===== config.mk =====
export PLATFORM = sky130hd
export DESIGN_NAME = stop_watch_ctrl
export DESIGN_NICKNAME = d
export VERILOG_FILES = /design/src/rtl/stop_watch_pkg.sv /design/src/rtl/sw_debounce.sv /design/src/rtl/stop_watch_ctrl.sv
export SDC_FILE = /design/constraint.sdc
export NUM_CORES = 1
export LEC_CHECK = 0
export CAP_MARGIN = 5
export CORE_MARGIN = 8
export CORE_UTILIZATION = 59
export CTS_CLUSTER_SIZE = 25
export DETAILED_ROUTE_END_ITERATION = 8
export GPL_ROUTABILITY_DRIVEN = 0
export PLACE_DENSITY = 0.82
export RECOVER_POWER = 50
export SLEW_MARGIN = 20
export SYNTH_ARGS = -nofsm -noshare
export SYNTH_HDL_FRONTEND = slang
export SYNTH_SLANG_ARGS = --single-unit

===== constraint.sdc =====
create_clock -name CLK -period 4 [get_ports CLK]
set_input_delay 0.8 -clock CLK [delete_from_list [all_inputs] [get_ports CLK]]
set_output_delay 0.8 -clock CLK [all_outputs]
set_load 0.03 [all_outputs]

===== src/rtl/stop_watch_pkg.sv =====
// Shared types and constants for the stopwatch mode controller.
// Optional feature macro used by this slice: STOP_WATCH_LONG_PRESS_CLR_EN.
package stop_watch_pkg;

    typedef enum logic [1:0] {
        StIdle = 2'd0,
        StRun  = 2'd1,
        StLap  = 2'd2,
        StStop = 2'd3
    } sw_state_e;

    localparam logic [1:0] MODE_CLR  = 2'b00;
    localparam logic [1:0] MODE_RUN  = 2'b01;
    localparam logic [1:0] MODE_STOP = 2'b10;

    // Run-mode code the counter datapath expects for a given controller state.
    function automatic logic [1:0] state_mode(input sw_state_e st);
        case (st)
            StIdle:       return MODE_CLR;
            StRun, StLap: return MODE_RUN;
            default:      return MODE_STOP;
        endcase
    endfunction

endpackage


===== src/rtl/sw_debounce.sv =====
// Button input path: 2-FF synchronizer, stability debounce, rising-edge press pulse.
// With STOP_WATCH_LONG_PRESS_CLR_EN the debounced level is also exported.
module sw_debounce #(
    parameter int unsigned DEB_CYC = 20
) (
    input  logic i_clk,
    input  logic i_rst,
    input  logic i_sw,
`ifdef STOP_WATCH_LONG_PRESS_CLR_EN
    output logic o_level,
`endif
    output logic o_press
);

    localparam int unsigned CNT_W = (DEB_CYC > 1) ? $clog2(DEB_CYC) : 1;

    logic             r_sync1;
    logic             r_sync2;
    logic [CNT_W-1:0] r_cnt;
    logic             r_level;
    logic             r_level_q;

    // Synchronize, then accept a new level only after DEB_CYC differing samples.
    always_ff @(posedge i_clk) begin
        if (i_rst) begin
            r_sync1   <= 1'b0;
            r_sync2   <= 1'b0;
            r_cnt     <= '0;
            r_level   <= 1'b0;
            r_level_q <= 1'b0;
        end else begin
            r_sync1   <= i_sw;
            r_sync2   <= r_sync1;
            r_level_q <= r_level;
            if (r_sync2 != r_level) begin
                if (r_cnt == CNT_W'(DEB_CYC - 1)) begin
                    r_level <= r_sync2;
                    r_cnt   <= '0;
                end else begin
                    r_cnt <= r_cnt + CNT_W'(1);
                end
            end else begin
                r_cnt <= '0;
            end
        end
    end

    // Press pulse is the debounced rise only; releases are silent.
    assign o_press = r_level & ~r_level_q;

`ifdef STOP_WATCH_LONG_PRESS_CLR_EN
    assign o_level = r_level;
`endif

endmodule


===== src/rtl/stop_watch_ctrl.sv =====
// Stopwatch mode controller: debounced start/stop and lap/clear buttons drive an
// IDLE/RUN/LAP/STOP machine producing the counter mode, lap display hold, clear
// pulse and a saturating lap counter.
// Optional macro STOP_WATCH_LONG_PRESS_CLR_EN: holding start/stop for LONG_CYC
// cycles clears the stopwatch from any non-idle state.
module stop_watch_ctrl
    import stop_watch_pkg::*;
#(
    parameter int unsigned DEB_CYC  = 20,
    parameter int unsigned LAP_W    = 4,
    parameter int unsigned LONG_CYC = 2000
) (
    input  logic             CLK,
    input  logic             RESET,
    input  logic             SW_S,
    input  logic             SW_L,
    output logic [1:0]       SW_S_MODE,
    output logic             DISP_HOLD,
    output logic             CLR_P,
    output logic [LAP_W-1:0] LAP_CNT
);

    logic      w_s_press;
    logic      w_l_press;
    sw_state_e r_state;
    sw_state_e w_next;
    logic      w_lap_inc;
    logic      w_clr;

`ifdef STOP_WATCH_LONG_PRESS_CLR_EN
    localparam int unsigned HOLD_W = $clog2(LONG_CYC + 1);

    logic              w_s_lvl;
    logic              w_l_lvl;
    logic [HOLD_W-1:0] r_hold_cnt;
    logic              w_long_fire;
`endif

    sw_debounce #(
        .DEB_CYC (DEB_CYC)
    ) u_deb_s (
        .i_clk   (CLK),
        .i_rst   (RESET),
        .i_sw    (SW_S),
`ifdef STOP_WATCH_LONG_PRESS_CLR_EN
        .o_level (w_s_lvl),
`endif
        .o_press (w_s_press)
    );

    sw_debounce #(
        .DEB_CYC (DEB_CYC)
    ) u_deb_l (
        .i_clk   (CLK),
        .i_rst   (RESET),
        .i_sw    (SW_L),
`ifdef STOP_WATCH_LONG_PRESS_CLR_EN
        .o_level (w_l_lvl),
`endif
        .o_press (w_l_press)
    );

`ifdef STOP_WATCH_LONG_PRESS_CLR_EN
    // Count cycles of continuous start/stop hold; saturating so it fires once per hold.
    always_ff @(posedge CLK) begin
        if (RESET || !w_s_lvl) begin
            r_hold_cnt <= '0;
        end else if (r_hold_cnt != HOLD_W'(LONG_CYC)) begin
            r_hold_cnt <= r_hold_cnt + HOLD_W'(1);
        end
    end

    assign w_long_fire = w_s_lvl && (r_hold_cnt == HOLD_W'(LONG_CYC - 1));
`endif

    // Next-state decode; start/stop beats lap/clear when both arrive together.
    always_comb begin
        w_next    = r_state;
        w_lap_inc = 1'b0;
        w_clr     = 1'b0;
`ifdef STOP_WATCH_LONG_PRESS_CLR_EN
        if (w_long_fire && (r_state != StIdle)) begin
            w_next = StIdle;
            w_clr  = 1'b1;
        end else
`endif
        if (w_s_press) begin
            unique case (r_state)
                StIdle: w_next = StRun;
                StRun:  w_next = StStop;
                StLap:  w_next = StStop;
                StStop: w_next = StRun;
            endcase
        end else if (w_l_press) begin
            unique case (r_state)
                StIdle: w_next = StIdle;
                StRun: begin
                    w_next    = StLap;
                    w_lap_inc = 1'b1;
                end
                StLap: begin
                    w_next    = StRun;
                    w_lap_inc = 1'b1;
                end
                StStop: begin
                    w_next = StIdle;
                    w_clr  = 1'b1;
                end
            endcase
        end
    end

    // State and all outputs registered together.
    always_ff @(posedge CLK) begin
        if (RESET) begin
            r_state   <= StIdle;
            SW_S_MODE <= MODE_CLR;
            DISP_HOLD <= 1'b0;
            CLR_P     <= 1'b0;
            LAP_CNT   <= '0;
        end else begin
            r_state   <= w_next;
            SW_S_MODE <= state_mode(w_next);
            DISP_HOLD <= (w_next == StLap);
            CLR_P     <= w_clr;
            if (w_clr) begin
                LAP_CNT <= '0;
            end else if (w_lap_inc && (LAP_CNT != {LAP_W{1'b1}})) begin
                LAP_CNT <= LAP_CNT + LAP_W'(1);
            end
        end
    end

endmodule


### After elaboration in Yosys (flattened, before gate mapping)

Cells that the tools add are included.

| word-level totals | value |
|---|---|
| register bits after elaboration | 28 |
| input bits | 4 |
| output and inout port bits | 8 |
| logic and storage cells | 56 |

| cells by class | value |
|---|---|
| add/subtract/negate cells | 3 |
| equality and inequality tests | 10 |
| multiplexer cells | 11 |
| bitwise gates (word level) | 6 |
| reductions and logical operators | 11 |

Operators by type and width:

| operator | number |
|---|---|
| $add 5x1->5 const B | 2 |
| $eq 5x5->1 const B | 2 |
| $pmux 2 s2 | 2 |
| $reduce_or 2->1 | 4 |
| $eq 2x2->1 const B | 3 |
| $mux 1 | 6 |
| $pmux 2 s3 | 1 |
| $reduce_or 3->1 | 2 |
| $add 4x1->4 const B | 1 |
| $eq 2x1->1 const B | 2 |
| $logic_not 2->1 | 2 |
| $mux 2 | 2 |
| $ne 4x4->1 const B | 1 |
| $not 1->1 | 4 |
| $reduce_and 2->1 | 2 |
| $and 1x1->1 | 2 |
| $ne 1x1->1 | 2 |
| $logic_and 1x1->1 | 1 |

### Logic depth before layout (Yosys ltp)

| depth | value |
|---|---|
| word-level depth | 8 |
| mapped depth | 7 |
| mapped depth without buffers | 7 |

### Hierarchy

A second synthesis with hierarchy kept.

| second synthesis, totals | value |
|---|---|
| cell total of the unflattened synthesis | 119 |
| area, all modules | 1181.1 sq um |

Modules (own cells, without submodules):

| module | instances | cells each | area each (sq um) | seq. area each (sq um) |
|---|---|---|---|---|
| sw_debounce | 2 | 34 | 351.6 | 180.2 |
| stop_watch_ctrl | 1 | 51 | 478.0 | 200.2 |

### Worst setup path after synthesis

Ideal clock, no wire load.

| path | value |
|---|---|
| path kind | register -> register |
| start | reg r_state[0] |
| end | reg SW_S_MODE[0] |
| library setup time | 67 ps |
| data arrival time | 1495 ps |
| data required time | 3933 ps |
| slack | 2439 ps |
| stages on the path, launching flop included | 8 |
| buffers on the path | 0 |
| period minus slack after synthesis | 1561 ps |
| path through | dfxtp_1 -> inv_1 -> ha_1 -> nor3b_1 -> a31oi_1 -> nand2_1 -> ha_1 -> nor2_1 |

| on the way | value |
|---|---|
| longest elaborated chain between the ends | 8 |
| elaborated cells between the ends (all ways) | 15 |
| those cells by class | 5 x eq/ne; 5 x mux; 5 x reduce/logical |

RTL lines:

| item | RTL line | source |
|---|---|---|
| start, declared | stop_watch_ctrl.sv:25 | `sw_state_e r_state;` |
| start signal, assigned | stop_watch_ctrl.sv:116 | `r_state <= StIdle;` |
| start signal, assigned | stop_watch_ctrl.sv:122 | `r_state <= w_next;` |
| $eq 2x2->1 or $logic_not 2->1 (tied branches) | stop_watch_ctrl.sv:88, stop_watch_ctrl.sv:95 |  |
| $reduce_or 2->1 (no source line) | - |  |
| $pmux 2 s3 | stop_watch_ctrl.sv:95 | `unique case (r_state)` |
| $mux 2 | stop_watch_ctrl.sv:94 | `end else if (w_l_press) begin` |
| $mux 2 (*) | stop_watch_ctrl.sv:87 | `if (w_s_press) begin` |
| $eq 2x2->1 or $eq 2x1->1 (tied branches) | stop_watch_pkg.sv:18 | `case (st)` |
| $reduce_or 2->1 | stop_watch_pkg.sv:18 |  |
| $pmux 2 s2 (*) | stop_watch_pkg.sv:18 |  |
| end signal, assigned | stop_watch_ctrl.sv:123 | `SW_S_MODE <= state_mode(w_next);` |
| end, declared | stop_watch_ctrl.sv:17 | `output logic [1:0] SW_S_MODE,` |

Every way passes the cells marked *; elsewhere a longest branch is shown, timed or not. The select of a mux whose other input is x is not followed.
A chain may end at the register's enable or synchronous reset.

### Final worst setup path

| path | value |
|---|---|
| start | reg LAP_CNT[0] |
| end | out LAP_CNT[0] |

RTL lines:

| item | RTL line | source |
|---|---|---|
| start, declared | stop_watch_ctrl.sv:20 | `output logic [LAP_W-1:0] LAP_CNT` |
| start signal, assigned | stop_watch_ctrl.sv:129 | `LAP_CNT <= LAP_CNT + LAP_W'(1);` |

No word-level cell between the ends.

==> run metrics <==
First DRT Iteration DRCs 4; overall routed net length 2.28 mm; number of I/O port buffers 11; type of origin of the critical path register; sequential share of power roughly two thirds; Via density approximately 5.5; Comb pwr share under 10%; WL/cell between 10 and 15 um; Ys Warns 0; ordered cell list for the critical path clkdlybuf4s50_1; TritonCTS clock tree built; clock sinks 28; global-route track usage on met3 between 2 and 3%; net count after synthesis 141; register area share after synthesis 43.9%; data arrival time of the critical path around 1.5 ns; H-tree Lvls 1; maximum cell stage delay along the critical path 0.70 ns; cell area after synthesis 1280 um2; overflow left after global routing 0; Longest Clk Path Bufs 2; Std-Cell Rows 17; number of hold buffers added after CTS 0; Sw Pwr 0.0899 mW; transition at the pin with the smallest max-transition slack 0.826 ns; type of the setup path with the least slack register to output pin; clock transition at the register clock pins on the worst setup and hold paths after CTS around 0.15 ns; met2 Track Usage GR 21.0%; post-synthesis average cell area between 9 and 10 um2; Clock Latency Late Sink 0.33 ns; share of synthesized flip-flops with an asynchronous set or reset 0%; maximum clock frequency between 0.4 and 0.5 GHz; number of flops mapped to enable cells by yosys 0; number of distinct library cell variants in the gate-level netlist after synthesis 33; Resized cells post-CTS 0; CP max FO 5; fraction of final layout cells sized beyond drive strength 1 7.14%; leading cell types by total area after synthesis sky130_fd_sc_hd__dfxtp_1 (44%), sky130_fd_sc_hd__ha_1 (7.8%), sky130_fd_sc_hd__nor2b_1 (6.9%); post-route clock skew 0.00246 ns; total half-perimeter wirelength after legalization and detailed placement 1.63 mm; remaining number of nets flagged by the antenna check after routing 0; TritonCTS Buffers 3; height of the chip 62.5 um; Clk Tree Root Cell sky130_fd_sc_hd__clkbuf_4; number of pins with negative max-slew slack in the final report 0; router iterations before antenna repair 4; antenna diode count 0; Hold Path Class register to register; first-pass GRT wire length a little under 4 mm; switching share of power 20.8%; placeable core region about 2100 um2; area of the die 3910 um2; Gate Count Post-Synth 129; Post-synth top flop sky130_fd_sc_hd__dfxtp_1; slowest cell on the critical path sky130_fd_sc_hd__clkdlybuf4s50_1; via count of the first global-routing pass 945; final-layout fill cell count 184; largest net degree at the start of global routing 24; aggregate negative setup slack 0 ns; Worst slew margin around 45%; met1 track demand over resource a little over an eighth; RSZ-0062 raised after global routing no; buffer and inverter count on the worst path 1; buffers inserted by post-CTS timing repair 0; critical path capture point type output pin; DR DRC count 0; layout overhead on the synthesized area 12.6%; cell internal pwr 0.343 mW; Die X 62.5 um; Yosys top cell by area sky130_fd_sc_hd__dfxtp_1; final number of setup-violating endpoints 0; # IOs 12; Max-cap violations 0; minimum clock period 2.25 ns; final net count 153; leakage power total 0.560 nW; data required time at the worst endpoint 3.20 ns; overall fraction of global-route tracks in use 12.2%; proportion of netlist area held by the largest area contributor 43.9%; Hold Vio Cnt, Final 0; P per Cell Area 301 nW/um2; Largest delay share family, worst path buffers and inverters; most numerous cell in the Yosys netlist sky130_fd_sc_hd__dfxtp_1; Max VDD drop ~0.00020 V; initial antenna violation count 0; total via count after detailed routing 926; result of the run finished clean; global routing's busiest layer met2; portion of the clock cycle consumed by the worst path in the final layout 56.2%; starting utilization of the core area 60.0%; Worst Hold Slack between 0.4 and 0.5 ns; most numerous cell types in the synthesized netlist sky130_fd_sc_hd__dfxtp_1 (28), sky130_fd_sc_hd__nor2b_1 (14), sky130_fd_sc_hd__nor2_1 (13); Clock power frac 32.0%; count of state elements after synthesis 28
through the flow:
step / cell area [um2] / worst slack [ns] / instances / utilization [%] / total power [mW]
final: 1440 / 1.75 / 168 / 67.6 / 0.433
after global routing: 1440 / 1.70 / 168 / 67.6 / 0.448
after CTS: 1440 / 1.74 / 168 / 67.6 / 0.436
after detailed placement: 1400 / 1.59 / 164 / 65.9 / 0.301
after global placement: 1400 / 1.66 / 164 / 65.9 / 0.300
after floorplan: 1280 / 2.44 / 129 / - / 0.296
cell usage in the layout, fill, tap and decap left out, types with 3 or more instances in the layout:
| cell | netlist | layout |
|---|---|---|
| sky130_fd_sc_hd__a21oi_1 | 3 | 3 |
| sky130_fd_sc_hd__a311oi_1 | 6 | 6 |
| sky130_fd_sc_hd__and3b_1 | 3 | 3 |
| sky130_fd_sc_hd__clkbuf_4 | 0 | 3 |
| sky130_fd_sc_hd__clkdlybuf4s50_1 | 0 | 10 |
| sky130_fd_sc_hd__dfxtp_1 | 28 | 28 |
| sky130_fd_sc_hd__ha_1 | 8 | 8 |
| sky130_fd_sc_hd__inv_1 | 10 | 10 |
| sky130_fd_sc_hd__nand3_1 | 4 | 4 |
| sky130_fd_sc_hd__nor2_1 | 13 | 13 |
| sky130_fd_sc_hd__nor2b_1 | 14 | 14 |
| sky130_fd_sc_hd__o21ai_0 | 4 | 4 |
| sky130_fd_sc_hd__xor2_1 | 4 | 4 |
cell families (layout without fill, tap and decap cells):
group	Yosys count	count (layout)	synth area share, %
AO/OA/AOI/OAI	19	19	10.4
XOR/XNOR	6	6	4.12
adder cells (fa/ha/maj)	8	8	7.84
buffers and inverters	14	25	4.51
flip-flops	28	28	43.9
multiplexers	4	4	3.33
AND/OR/NAND/NOR	50	50	25.9
power groups by stage:
stage               Combinational, mW  Sequential, mW  Clock, mW
floorplan                     0.00736           0.288          0
global placement               0.0112           0.289          0
detailed placement             0.0118           0.289          0
CTS                            0.0119           0.283      0.142
global route                   0.0128           0.283      0.152
finish                         0.0116           0.283      0.139
worst register-to-register path, delay by kind of cell (launching register included):
kind | cells | cell delay [ns]
DFF | 1 | 0.44
adders and majority gates | 2 | 0.70
and+or+nand+nor | 3 | 0.29
buffers and inverters | 1 | 0.07
AOI/OAI and AO/OA | 1 | 0.26
path summary, 6_finish.rpt:
| check | startpoint | end | slack [ns] | depth (start not counted) |
|---|---|---|---|---|
| worst max-delay path | LAP_CNT[0] | LAP_CNT[0] | 1.75 | 1 |
| worst min register to register | u_deb_l.r_sync1 | u_deb_l.r_sync2 | 0.46 | 1 |
| worst max register to register | r_state[0] | SW_S_MODE[0] | 2.20 | 7 |
| worst min-delay path | u_deb_l.r_sync1 | u_deb_l.r_sync2 | 0.46 | 1 |
layer usage:
| metal | part of all wire (%) | up-vias |
|---|---|---|
| met4 | 2.5 | 0 |
| met2 | 47 | 9 |
| met5 | 0 | - |
| li1 | - | 471 |
| met3 | 1.9 | 5 |
| met1 | 49 | 441 |
flip-flops by register name, indices dropped and copies added, names as in the netlist, 2 cells and up, named ones only:
register,flops
u_deb_s.r_cnt,5
SW_S_MODE,2
LAP_CNT,4
u_deb_l.r_cnt,5
final cells by class:
type,count,area [um2],share of cell area (%)
multi-input combinational,87,658,45.8
sequential,28,561,39.0
timing repair buffer,11,110,7.66
inverter,10,37.5,2.61
clock buffer,4,36.3,2.52
tap,28,35.0,2.44
No activity file was read; power rests on OpenSTA's default activity.
